**src/rtl/i2c_pkg.sv**
```systemverilog
// Shared definitions for the I2C request arbiter: FSM encoding, requester bounds,
// grant-index type and the i2c master's state encoding.
package i2c_pkg;

  localparam int N_REQ_MIN = 2;
  localparam int N_REQ_MAX = 8;
  localparam int IDX_W     = $clog2(N_REQ_MAX);

  typedef logic [IDX_W-1:0] idx_t;

  typedef enum logic [1:0] {
    ST_IDLE,
    ST_ARB,
    ST_WAIT_DONE,
    ST_RELEASE
  } arb_state_e;

  // Encoding used by the i2c master this arbiter fronts.
  typedef enum logic [2:0] {
    M_ST_IDLE,
    M_ST_START,
    M_ST_ADDR,
    M_ST_DATA,
    M_ST_ACK,
    M_ST_STOP
  } mst_state_e;

  function automatic bit n_req_ok(input int n);
    return (n >= N_REQ_MIN) && (n <= N_REQ_MAX);
  endfunction

  // Next round-robin start position after requester i was served.
  function automatic idx_t wrap_inc(input idx_t i, input int n);
    return (int'(i) == n - 1) ? '0 : i + 1'b1;
  endfunction

endpackage

```
**src/rtl/rr_arbiter.sv**
```systemverilog
// Combinational round-robin selector: first requester found searching from ptr
// upward, wrapping to 0.
module rr_arbiter
  import i2c_pkg::*;
#(
  parameter int N_REQ = 4
) (
  input  logic [N_REQ-1:0] req,
  input  idx_t             ptr,
  output logic [N_REQ-1:0] gnt,
  output idx_t             idx,
  output logic             valid
);

  always_comb begin
    // NOTE: every output gets a default before the search so no path leaves it
    // unassigned; otherwise synthesis infers a latch.
    gnt   = '0;
    idx   = '0;
    valid = 1'b0;
    // Upper segment [ptr, N_REQ) has priority over the wrapped segment [0, ptr).
    for (int k = 0; k < N_REQ; k++) begin
      if (!valid && req[k] && (k >= int'(ptr))) begin
        valid  = 1'b1;
        idx    = IDX_W'(k);
        gnt[k] = 1'b1;
      end
    end
    for (int k = 0; k < N_REQ; k++) begin
      if (!valid && req[k]) begin
        valid  = 1'b1;
        idx    = IDX_W'(k);
        gnt[k] = 1'b1;
      end
    end
  end

endmodule

```
**src/rtl/i2c_req_arbiter.sv**
```systemverilog
// Shares one i2c master between N_REQ requesters: round-robin grant, command
// latching, per-transaction timeout with master abort, and FIFO strobe routing.
module i2c_req_arbiter
  import i2c_pkg::*;
#(
  parameter int N_REQ = 4,
  parameter int TO_W  = 20
) (
  input  logic               clk,
  input  logic               rst,
  input  logic [N_REQ-1:0]   req,
  input  logic [8*N_REQ-1:0] req_addr_rw,
  input  logic [8*N_REQ-1:0] req_cnt,
  input  logic [N_REQ-1:0]   req_txff_empty,
  input  logic [N_REQ-1:0]   req_rxff_full,
  output logic [N_REQ-1:0]   req_txff_rd,
  output logic [N_REQ-1:0]   req_rxff_wr,
  output logic [N_REQ-1:0]   gnt,
  output logic [N_REQ-1:0]   req_done,
  output logic               m_ready,
  output logic [7:0]         m_addr_rw,
  output logic [7:0]         m_cnt,
  output logic               m_txff_empty,
  output logic               m_rxff_full,
  input  logic               m_done,
  input  logic               m_txff_rd,
  input  logic               m_rxff_wr,
  output logic               m_abort,
  input  logic [TO_W-1:0]    timeout_cycles,
  output logic               err_timeout,
  input  logic               err_clr
);

  if (!n_req_ok(N_REQ)) begin : g_bad_n_req
    $error("i2c_req_arbiter: N_REQ out of range");
  end

  arb_state_e       state_q, state_d;
  idx_t             ptr_q, ptr_d;
  idx_t             idx_q, idx_d;
  logic [N_REQ-1:0] gnt_q, gnt_d;
  logic [N_REQ-1:0] req_done_q, req_done_d;
  logic             m_ready_q, m_ready_d;
  logic [7:0]       m_addr_rw_q, m_addr_rw_d;
  logic [7:0]       m_cnt_q, m_cnt_d;
  logic             m_abort_q, m_abort_d;
  logic             err_q, err_d;
  logic [TO_W-1:0]  to_cnt_q, to_cnt_d;

  logic [N_REQ-1:0] arb_gnt;
  idx_t             arb_idx;
  logic             arb_valid;
  logic [7:0]       addr_sel, cnt_sel;
  logic             to_hit;

  rr_arbiter #(.N_REQ(N_REQ)) u_rr (
    .req   (req),
    .ptr   (ptr_q),
    .gnt   (arb_gnt),
    .idx   (arb_idx),
    .valid (arb_valid)
  );

  // One-hot mux of the winner's command fields.
  always_comb begin
    addr_sel = '0;
    cnt_sel  = '0;
    for (int k = 0; k < N_REQ; k++) begin
      if (arb_gnt[k]) begin
        addr_sel = req_addr_rw[8*k +: 8];
        cnt_sel  = req_cnt[8*k +: 8];
      end
    end
  end

  // Counter holds the number of completed WAIT_DONE cycles, so the limit is hit
  // during WAIT_DONE cycle number timeout_cycles.
  assign to_hit = (timeout_cycles != '0) && (to_cnt_q >= timeout_cycles - 1'b1);

  always_comb begin
    state_d     = state_q;
    ptr_d       = ptr_q;
    idx_d       = idx_q;
    gnt_d       = gnt_q;
    req_done_d  = '0;
    m_ready_d   = m_ready_q;
    m_addr_rw_d = m_addr_rw_q;
    m_cnt_d     = m_cnt_q;
    m_abort_d   = 1'b0;
    err_d       = err_q & ~err_clr;
    to_cnt_d    = to_cnt_q;
    unique case (state_q)
      ST_IDLE: begin
        if (|req) state_d = ST_ARB;
      end
      ST_ARB: begin
        to_cnt_d = '0;
        if (arb_valid) begin
          idx_d       = arb_idx;
          gnt_d       = arb_gnt;
          m_ready_d   = 1'b1;
          m_addr_rw_d = addr_sel;
          m_cnt_d     = cnt_sel;
          state_d     = ST_WAIT_DONE;
        end else begin
          state_d = ST_IDLE;
        end
      end
      ST_WAIT_DONE: begin
        if (~&to_cnt_q) to_cnt_d = to_cnt_q + 1'b1;
        // m_done has priority over a simultaneous timeout.
        if (m_done || to_hit) begin
          m_ready_d  = 1'b0;
          req_done_d = gnt_q;
          state_d    = ST_RELEASE;
          if (!m_done) begin
            m_abort_d = 1'b1;
            err_d     = 1'b1;
          end
        end
      end
      ST_RELEASE: begin
        gnt_d   = '0;
        ptr_d   = wrap_inc(idx_q, N_REQ);
        state_d = ST_IDLE;
      end
      default: state_d = ST_IDLE;
    endcase
  end

  always_ff @(posedge clk or negedge rst) begin
    if (!rst) begin
      state_q     <= ST_IDLE;
      ptr_q       <= '0;
      idx_q       <= '0;
      gnt_q       <= '0;
      req_done_q  <= '0;
      m_ready_q   <= 1'b0;
      m_addr_rw_q <= '0;
      m_cnt_q     <= '0;
      m_abort_q   <= 1'b0;
      err_q       <= 1'b0;
      to_cnt_q    <= '0;
    end else begin
      // NOTE: non-blocking assignments so every flop samples pre-edge values
      // regardless of statement order.
      state_q     <= state_d;
      ptr_q       <= ptr_d;
      idx_q       <= idx_d;
      gnt_q       <= gnt_d;
      req_done_q  <= req_done_d;
      m_ready_q   <= m_ready_d;
      m_addr_rw_q <= m_addr_rw_d;
      m_cnt_q     <= m_cnt_d;
      m_abort_q   <= m_abort_d;
      err_q       <= err_d;
      to_cnt_q    <= to_cnt_d;
    end
  end

  assign gnt         = gnt_q;
  assign req_done    = req_done_q;
  assign m_ready     = m_ready_q;
  assign m_addr_rw   = m_addr_rw_q;
  assign m_cnt       = m_cnt_q;
  assign m_abort     = m_abort_q;
  assign err_timeout = err_q;

  // Routing follows the registered grant, so an async reset detaches the master at once.
  assign m_txff_empty = (|gnt_q) ? |(gnt_q & req_txff_empty) : 1'b1;
  assign m_rxff_full  = (|gnt_q) ? |(gnt_q & req_rxff_full)  : 1'b1;
  assign req_txff_rd  = gnt_q & {N_REQ{m_txff_rd}};
  assign req_rxff_wr  = gnt_q & {N_REQ{m_rxff_wr}};

endmodule

```
**config.mk**
```make
export PLATFORM = sky130hd
export DESIGN_NAME = i2c_req_arbiter
export DESIGN_NICKNAME = d
export VERILOG_FILES = /design/src/rtl/i2c_pkg.sv /design/src/rtl/rr_arbiter.sv /design/src/rtl/i2c_req_arbiter.sv
export SDC_FILE = /design/constraint.sdc
export NUM_CORES = 1
export LEC_CHECK = 0
export BUFFER_PORTS_ARGS = -buffer_cell sky130_fd_sc_hd__buf_2
export CAP_MARGIN = 20
export CORE_ASPECT_RATIO = 0.8
export CORE_MARGIN = 10
export CORE_UTILIZATION = 50
export CTS_CLUSTER_DIAMETER = 60
export DETAILED_ROUTE_END_ITERATION = 16
export GPL_TIMING_DRIVEN = 0
export MAX_ROUTING_LAYER = met4
export PLACE_DENSITY = 0.81
export RECOVER_POWER = 50
export SYNTH_ARGS = -nofsm -noshare
export SYNTH_HDL_FRONTEND = slang
export SYNTH_SLANG_ARGS = --single-unit
export TNS_END_PERCENT = 100
```
**constraint.sdc**
```tcl
create_clock -name clk -period 2.61 [get_ports clk]
set_input_delay 0.522 -clock clk [delete_from_list [all_inputs] [get_ports clk]]
set_output_delay 0.522 -clock clk [all_outputs]
set_load 0.03 [all_outputs]
```
* Word-level counts from Yosys, hierarchy flattened
Index checks and enable logic that the tools add are counted.
** Storage, ports and cells
- Logic and storage cells :: 119
- Input bits :: 102
- Flip-flop bits (word level) :: 55
- Output and inout bits :: 37
** Operators by class
- Eq/ne operators :: 8
- Magnitude comparators :: 5
- Reductions and logical operators :: 34
- Mux-type cells :: 52
- $add $sub $neg :: 3
- Bitwise logic cells :: 6
** Operators with widths (number)
- $mux 8 :: 8
- $pmux 20 s2 :: 1
- $mux 1 :: 26
- $add 20x1->20 const B :: 1
- $ge 20x20->1 :: 1
- $mux 20 :: 1
- $reduce_and 20->1 :: 1
- $reduce_bool 20->1 :: 1
- $sub 20x1->20 const B :: 1
- $mux 2 :: 9
- $and 4x4->4 :: 4
- $reduce_or 4->1 :: 4
- $logic_and 1x1->1 :: 12
- $mux 4 :: 3
- $ne 2x2->1 const B :: 4
- $pmux 2 s4 :: 1
- $pmux 4 s2 :: 1
- $reduce_and 2->1 :: 4
- $logic_not 1->1 :: 7
- $ge 1x3->1 const A :: 2
- $ge 2x3->1 const A :: 2
- $eq 2x2->1 const B :: 2
- $reduce_bool 2->1 :: 2
- $add 3x1->3 const B :: 1
- other kinds (9) :: 9

* Logic depth before layout (Yosys ltp)
Gate-level depths: netlist (run 1).
- Depth after elaboration :: 29
- Mapped depth :: 13
- Gate-level depth less buffers :: 13

* Cells and area by module
Synthesis (run 1) repeated with hierarchy kept, for this count alone.
** Second synthesis, totals
- Cell total of the unflattened synthesis :: 474
- Area, all modules :: 4020.1 sq um
** Modules (own cells, without submodules)
- i2c_req_arbiter :: area each 3856.2 sq um, cells each 446, times used 1, sequential area each 1376.3 sq um
- rr_arbiter :: area each 163.9 sq um, cells each 28, times used 1, sequential area each 0.0 sq um

* Least setup slack after synthesis (run 1)
Ideal clock, no wire load.
- Path kind :: input to register
- From :: input timeout_cycles[2]
- To :: register state_q[0]
- Buffers on the path :: 0
- Setup time :: 0.131 ns
- Path slack :: -0.865 ns
- Stages on the path :: 11
- Required time :: 2.479 ns
- Arrival :: 3.344 ns
- Cell sequence :: or4_1 -> or4_4 -> nor4_4 -> nand2b_1 -> xor2_1 -> ha_1 -> a21o_1 -> a21o_1 -> a22o_1 -> o21ba_2 -> or3_1
** Between the ends
- Longest elaborated chain between the ends :: 6
- Elaborated cells on any way between the ends :: 7
- Classes of those cells :: add/sub (1); order compare (1); eq/ne (1); reduce/logical (4)
** RTL lines
- from (decl) :: RTL line i2c_req_arbiter.sv:29 : input logic [TO_W-1:0] timeout_cycles,
- $sub 20x1->20 :: RTL line i2c_req_arbiter.sv:78 : assign to_hit = (timeout_cycles != '0) && (to_cnt_q >= timeout_cycles - 1'b1);
- $ge 20x20->1 :: RTL line i2c_req_arbiter.sv:78
- $logic_and 1x1->1 * :: RTL line i2c_req_arbiter.sv:78
- $logic_or 1x1->1 * :: RTL line i2c_req_arbiter.sv:112 : if (m_done || to_hit) begin
- $ne 2x2->1 (no source line) *
- $reduce_and 2->1 (no source line) *
- to (signal assigned) :: RTL line i2c_req_arbiter.sv:147 : state_q <= state_d;
- to (decl) :: RTL line i2c_req_arbiter.sv:38 : arb_state_e state_q, state_d;
Mark *: on every way between the ends. The rest lies on a longest branch, timed or not.
A chain may end at the register's enable or synchronous reset.

* Worst setup path in the final report (run 1)
- From :: input timeout_cycles[0]
- To :: register state_q[0]
The elaborated chain is that of the path after synthesis.

==> impl_metrics.yaml, run 1 <==
outcome:
  outcome: "finished, violations left"
  violations: "setup timing"
setup_path:
  slowest_stage: "or4_4"
  cp_max_fo: 4
  criticalPathCategory: "in -> reg"
  worstPathRequired_ps: 2800
  cp-end-kind: "register"
  critPathLaunch: "timeout_cycles[0]"
  arrival_ps: 3540
  cp_slowest_stage_delay_ps: 540
  setup.worst_path.start_class: "primary input"
  regToRegStartpoint: "state_q[0]$_DFFE_PN0P_"
  worstPathCellList: "buf_6 > or4_4 > or4_4 > nor4_4 > nand2b_1 > xor2_1 > ha_1 > a21o_1 > a21o_1 > a22o_4 > o21ba_4 > or3_1"
synthesis:
  syn-instance-count: 421
  syn_nets: 546
  ys_types: 58
  netlist.area_leader.share: 0.3587
  yosys_warnings: 0
  synthTopCellsByArea: "dfrtp_1 36%, ha_1 7.8%, nor2_1 4.7%, xnor2_1 4.5%, a222oi_1 4.3%"
  ys_ff_latch: 53
  synth-seq-area-share: 0.3587
  synth_top_area_cell: "dfrtp_1"
  synth_edf_count: 0
  synthFlopType: "dfrtp_1"
  synth-async-reset-ratio: 1.000
  netlist_area_mm2: 0.003697
  synth_area_per_cell_um2: 8.782
pwr:
  vdd_drop_max_v: 0.0007122
  pwr-share-seq: 0.332
  switchingPower_uw: 1838
  leakage_uw: 0.002141
  pwr_density_cell_mw_per_mm2: 791.5
  p_int_uw: 1909
  combPwrFrac: 0.541
  clkPwrFrac: 0.127
  swShare: 0.4906
  finalPower_uw: 3747
floorplan:
  die_h_um: 96.92
  num_rows: 27
  core_mm2: 0.007027
  boundaryPins: 139
  start_util: 0.5262
  die-area_mm2: 0.01126
  fp.dieW_um: 116.1
sta:
  period_minus_slack_ps: 3350
  fin_skew_ps: 10.17
  fmax_ghz: 0.2985
  drv_slew: 0
  max_slew_margin: 0.2305
  layout_setup_ws_ps: -740.4
  worst_pin_slew_ps: 1154
  final_hold_viol_count: 0
  whs_ps: 414.9
  rsz0062_at_grt: "true"
  setup_viol: 8
  fin_crit_sh: 1.284
layout:
  postLayoutCoreUtil: 0.6738
  area_growth_pct: 28.05
  drive_gt1_frac: 0.2847
  finalNetCount: 700
  num_antenna_cells: 0
  fin_area_mm2: 0.004735
clock_tree:
  cts-root-buf: "clkbuf_8"
  clock_latency_ps: 310
  htree_num_levels: 2
  ctsHoldBuffers: 0
  cts_buffer_depth: 2
  clkTransAtPathRegs_ps: 100
  cts_buffers: 5
  clock-sinks: 53
  cts_tree: "built"
drt:
  first_pass_iters: 7
  wire_per_inst_um: 17.43
  finalWirelength_um: 11560
  drc_errors: 0
  vias_per_cell: 5.934
  vias: 3934
  antenna_violating_nets_post_route: 0
  drt_iter0_drc: 266
place:
  io_buffers: 138
  placed_area_mm2: 0.004532
  hpwl_um: 8996
  gp_congestion: 0.8476
grt:
  grt_overflow: 0
  grt_antenna_before_repair: 0
  grt_pass1_wl_um: 18840
  grt_max_degree: 34
  grtUsageTotal: 0.2046
  first_global_vias: 4085
hold_path:
  hold_path_class: "in -> async"
flow_run:
  drv_cap: 0
-- synth_stat cells (2+ instances only) --
cell type,count
and3_1,3
or4_4,2
o21ai_0,12
o211a_1,2
nor3b_1,3
nand2_1,38
o21a_1,2
clkbuf_1,14
xnor2_1,19
or2_2,2
nor2b_1,4
dfrtp_1,53
and2_1,13
mux2_2,2
o211ai_1,2
and4_1,3
ha_1,23
a21oi_1,24
o22ai_1,5
xor2_1,6
nand4_1,12
nand3_1,11
buf_1,2
nor2_1,46
a222oi_1,16
a211oi_1,2
a31oi_1,19
nor4_1,6
or4_1,5
nand2b_1,4
or3_1,5
a22oi_1,9
o21bai_1,2
a21o_1,4
nor3_1,11
o31ai_1,3
inv_1,11
-- power groups by stage --
| stage | Combinational (µW) | Clock (µW) | Sequential [µW] |
|---|---|---|---|
| final | 2030 | 475 | 1240 |
| after CTS | 2060 | 479 | 1240 |
| after global placement | 1980 | 0 | 1240 |
| after floorplan | 1070 | 0 | 1550 |
| after global routing | 2230 | 516 | 1280 |
| after detailed placement | 2030 | 0 | 1260 |
-- per-stage QoR --
stage                     setup slack (ps)  std cells  setup TNS [ps]
after floorplan                     -851.8        421           -5255
after global placement               -1178        646          -13190
after detailed placement             -1215        648           -9121
after CTS                           -852.3        662           -6003
after global routing                -843.8        663           -7976
final                               -740.4        663           -5439
-- registers in the layout, indices dropped and copies added (netlist names) --
signal	flops
err_timeout	1
state_q	2
req_done	4
ptr_q	2
m_cnt	8
to_cnt_q	20
m_ready	1
m_abort	1
m_addr_rw	8
idx_q	2
gnt	4
-- final timing paths --
path,to,slack [ps],cells past startpoint
max reg2reg,m_cnt[3]$_DFFE_PN0P_,100,7
min in group clk,m_cnt[5]$_DFFE_PN0P_,450,3
max in group asynchronous,ptr_q[0]$_DFFE_PN0P_,790,2
min reg2reg,err_timeout$_DFF_PN0_,540,2
max,state_q[0]$_DFFE_PN0P_,-740,12
min,m_cnt[3]$_DFFE_PN0P_,410,1
-- cell type report --
type	instances	area, µm²
plain buffers	17	63.81
flip-flops and latches	53	1326
well taps	87	108.9
repair buffers	147	764.5
fillers	602	2292
clock inverters	2	15.01
multi-input cells	340	2342
clock buffers	6	72.57
inverters	11	41.29
-- routing by layer --
| layer | routed length, µm | global-route usage | vias to the layer above |
|---|---|---|---|
| met1 | 5033 | 0.2571 | 1862 |
| met4 | 201 | 0.06196 | 0 |
| met2 | 5679 | 0.3294 | 151 |
| met5 | 0 | - | - |
| li1 | - | - | 1902 |
| met3 | 644 | 0.03204 | 19 |
-- cell families after synthesis --
kind of cell	count (synthesis)	share of synthesized area
AND/OR/NAND/NOR	175	0.2518
AO/OA/AOI/OAI	114	0.2149
flip-flops	53	0.3587
buffers and inverters	28	0.02876
XOR/XNOR	25	0.05922
adder cells (fa/ha/maj)	23	0.07784
multiplexers	3	0.008798
-- what timing repair did --
item                       4_1_cts  5_1_grt
setup endpoints to repair        8        8
gates resized for setup         14        7
pin swaps                       16       17
setup buffers                    6        1
-- worst max-delay path: cells and delay by family --
family / cells / cell delay (ps)
adder cells (fa/ha/maj): 1 / 290
XOR/XNOR: 1 / 160
AND/OR/NAND/NOR: 5 / 1720
buffers and inverters: 1 / 100
AO/OA/AOI/OAI: 4 / 750
-- cells in the final DEF, fill, tap and decap left out, types with 6 or more instances in the layout --
cell type,instances
clkbuf_1,30
a21oi_1,20
ha_1,23
xnor2_1,19
xor2_1,6
a222oi_1,16
and2_1,13
nor3_1,11
dfrtp_1,53
buf_4,6
nand3_1,11
o21ai_0,12
nand4_1,12
buf_2,121
nand2_1,38
a22oi_1,8
inv_1,11
a31oi_1,19
nor2_1,45
Note: power is estimated with default switching activity, not from simulation.
==> run 2: changes to the inputs <==
--- a/config.mk
+++ b/config.mk
@@ -9,12 +9,12 @@
 export CAP_MARGIN = 20
 export CORE_ASPECT_RATIO = 0.8
 export CORE_MARGIN = 10
-export CORE_UTILIZATION = 50
+export CORE_UTILIZATION = 54
 export CTS_CLUSTER_DIAMETER = 60
 export DETAILED_ROUTE_END_ITERATION = 16
 export GPL_TIMING_DRIVEN = 0
 export MAX_ROUTING_LAYER = met4
-export PLACE_DENSITY = 0.81
+export PLACE_DENSITY = 0.87
 export RECOVER_POWER = 50
 export SYNTH_ARGS = -nofsm -noshare
 export SYNTH_HDL_FRONTEND = slang
==> constraint.sdc (replaced) <==
create_clock -name clk -period 4.15 [get_ports clk]
set_input_delay 0.83 -clock clk [delete_from_list [all_inputs] [get_ports clk]]
set_output_delay 0.83 -clock clk [all_outputs]
set_load 0.03 [all_outputs]
==> run 2 against run 1 <==
  * The flow finishes with violations (capacitance limit, slew limit)
  * Die area fell by 6.0%
  * Combinational power fell by 38%
  * Sequential share of layout area rose by 0.72 points
  * Critical path type unchanged
==> impl_metrics.yaml, run 2 (synthesized netlist as in run 1, its figures left out) <==
outcome:
  outcome: "finished, violations left"
  violations: "capacitance limit, slew limit"
sta:
  max_slew_margin: -0.2028
  rsz0062_at_grt: "false"
  drv_slew: 34
  final_hold_viol_count: 0
  whs_ps: 504.3
  fin_crit_sh: 0.9336
  layout_setup_ws_ps: 275.4
  fin_skew_ps: 17.00
  worst_pin_slew_ps: 1804
  fmax_ghz: 0.2581
  period_minus_slack_ps: 3875
  setup_tns_ps: 0
  setup_viol: 0
place:
  gp_congestion: 0.9157
  hpwl_um: 9326
  placed_area_mm2: 0.004518
  dpl_worst_slack_ps: -312.7
  io_buffers: 138
clock_tree:
  clock-sinks: 53
  htree_num_levels: 2
  postCtsSetupBuffers: 0
  cts_tree: "built"
  cts_buffer_depth: 2
  ctsHoldBuffers: 0
  cts_buffers: 5
  cts-root-buf: "clkbuf_8"
  clock_latency_ps: 330
  clkTransAtPathRegs_ps: 110
layout:
  fillers: 527
  largest_reg_flops: 20
  fin_area_mm2: 0.004616
  finalNetCount: 694
  num_antenna_cells: 0
  layout_common_cells: "123 x buf_2, 53 x dfrtp_1, 46 x nor2_1"
  final_common_cell: "buf_2"
  area_growth_pct: 24.84
  drive_gt1_frac: 0.2544
  regMostFlops: "to_cnt_q"
setup_path:
  slowest_stage: "nor4_2"
  cp-end-kind: "register"
  worstPathRequired_ps: 4400
  worstPathCellList: "buf_2 > inv_1 > ha_1 > or4b_4 > nor3_4 > nand2_1 > nor4_1 > xnor2_1 > ha_1 > nand4_1 > nor4_2 > a22oi_1 > a21oi_1"
  arrival_ps: 4120
  criticalPathCategory: "in -> reg"
  crit_buf_inv: 2
  cp_max_fo: 6
  crit_family: "simple AND/OR/NAND/NOR gates"
  setup.worst_path.start_class: "primary input"
  crit_top_cell: "ha_1"
  cp_slowest_stage_delay_ps: 560
pwr:
  leakage_uw: 0.002083
  vdd_drop_max_v: 0.0004537
  pwr_density_cell_mw_per_mm2: 527.8
  finalPower_uw: 2436
floorplan:
  num_rows: 26
  core_mm2: 0.006506
  die_h_um: 94.01
  fp.dieW_um: 112.5
  start_util: 0.5683
  boundaryPins: 139
  die-area_mm2: 0.01058
drt:
  vias: 4001
  finalWirelength_um: 11560
  antenna_violating_nets_post_route: 0
  drt_iter0_drc: 277
  wire_per_inst_um: 17.67
  vias_per_cell: 6.118
  drc_errors: 0
  first_pass_iters: 6
grt:
  grtUsageTotal: 0.2217
  grt_overflow: 0
  grt_max_degree: 34
  grt_pass1_wl_um: 19360
  first_global_vias: 4176
  grt_antenna_before_repair: 0
hold_path:
  hold_path_class: "reg -> reg"
flow_run:
  drv_cap: 1
run 2: cell types whose count changed in the layout (fill, tap and decap cells not counted), moves of 2 or more:
cell and delta:
buf_4 -6, buf_2 +2, buf_6 -5, clkbuf_1 +2, a21oi_2 -4, a21oi_1 +4, clkinvlp_4 -2
run 2: what timing repair did:
action	CTS	global route
resized for setup	0	1
hold endpoints to repair	0	0
endpoints found under the setup margin	0	7
run 2: path summary, 6_finish.rpt:
kind | start | end | slack (ps) | depth (start not counted)
max reg2reg | state_q[0]$_DFFE_PN0P_ | m_addr_rw[1]$_DFFE_PN0P_ | 1800 | 7
min in group asynchronous | rst | gnt[2]$_DFFE_PN0P_ | 690 | 1
max | timeout_cycles[0] | req_done[0]$_DFF_PN0_ | 280 | 13
min reg2reg | err_timeout$_DFF_PN0_ | err_timeout$_DFF_PN0_ | 500 | 2
max in group asynchronous | rst | to_cnt_q[3]$_DFFE_PN0P_ | 1220 | 2
min | err_timeout$_DFF_PN0_ | err_timeout$_DFF_PN0_ | 500 | 2
run 2: power by group:
part           switching (µW)  total (µW)  internal (µW)
sequential                122         785            663
clock                     192         392            201
combinational             850        1260            409
run 2: worst min-delay path, delay by kind of cell, from the launching register on:
kind	cells	cell delay (ps)
flip-flops	1	360
AO/OA/AOI/OAI	2	120
run 2: layout make-up:
class	instances	area, µm²	share of cell area
Timing Repair Buffer	141	683.2	0.1480
Inverter	11	41.29	0.008946
Multi-Input combinational cell	340	2271	0.4920
Clock buffer	6	82.58	0.01789
Clock inverter	2	41.29	0.008946
Buffer	17	65.06	0.01410
Tap cell	84	105.1	0.02277
Sequential cell	53	1326	0.2873
run 2: routing by layer:
layer / up-vias / wire length (µm) / GRT usage / share of wire
met3: 31 / 578 / 0.03576 / 0.050
li1: 1890 / - / - / -
met5: - / 0 / - / 0
met1: 1912 / 4852 / 0.2558 / 0.42
met4: 0 / 316 / 0.07911 / 0.027
met2: 168 / 5809 / 0.3834 / 0.50
run 2: per-stage QoR:
step           cells  utilization
2_1_floorplan    421            -
3_3_place_gp     643       0.6906
3_5_place_dp     645       0.6944
4_1_cts          653       0.7135
5_1_grt          654       0.7094
6_report         654       0.7094
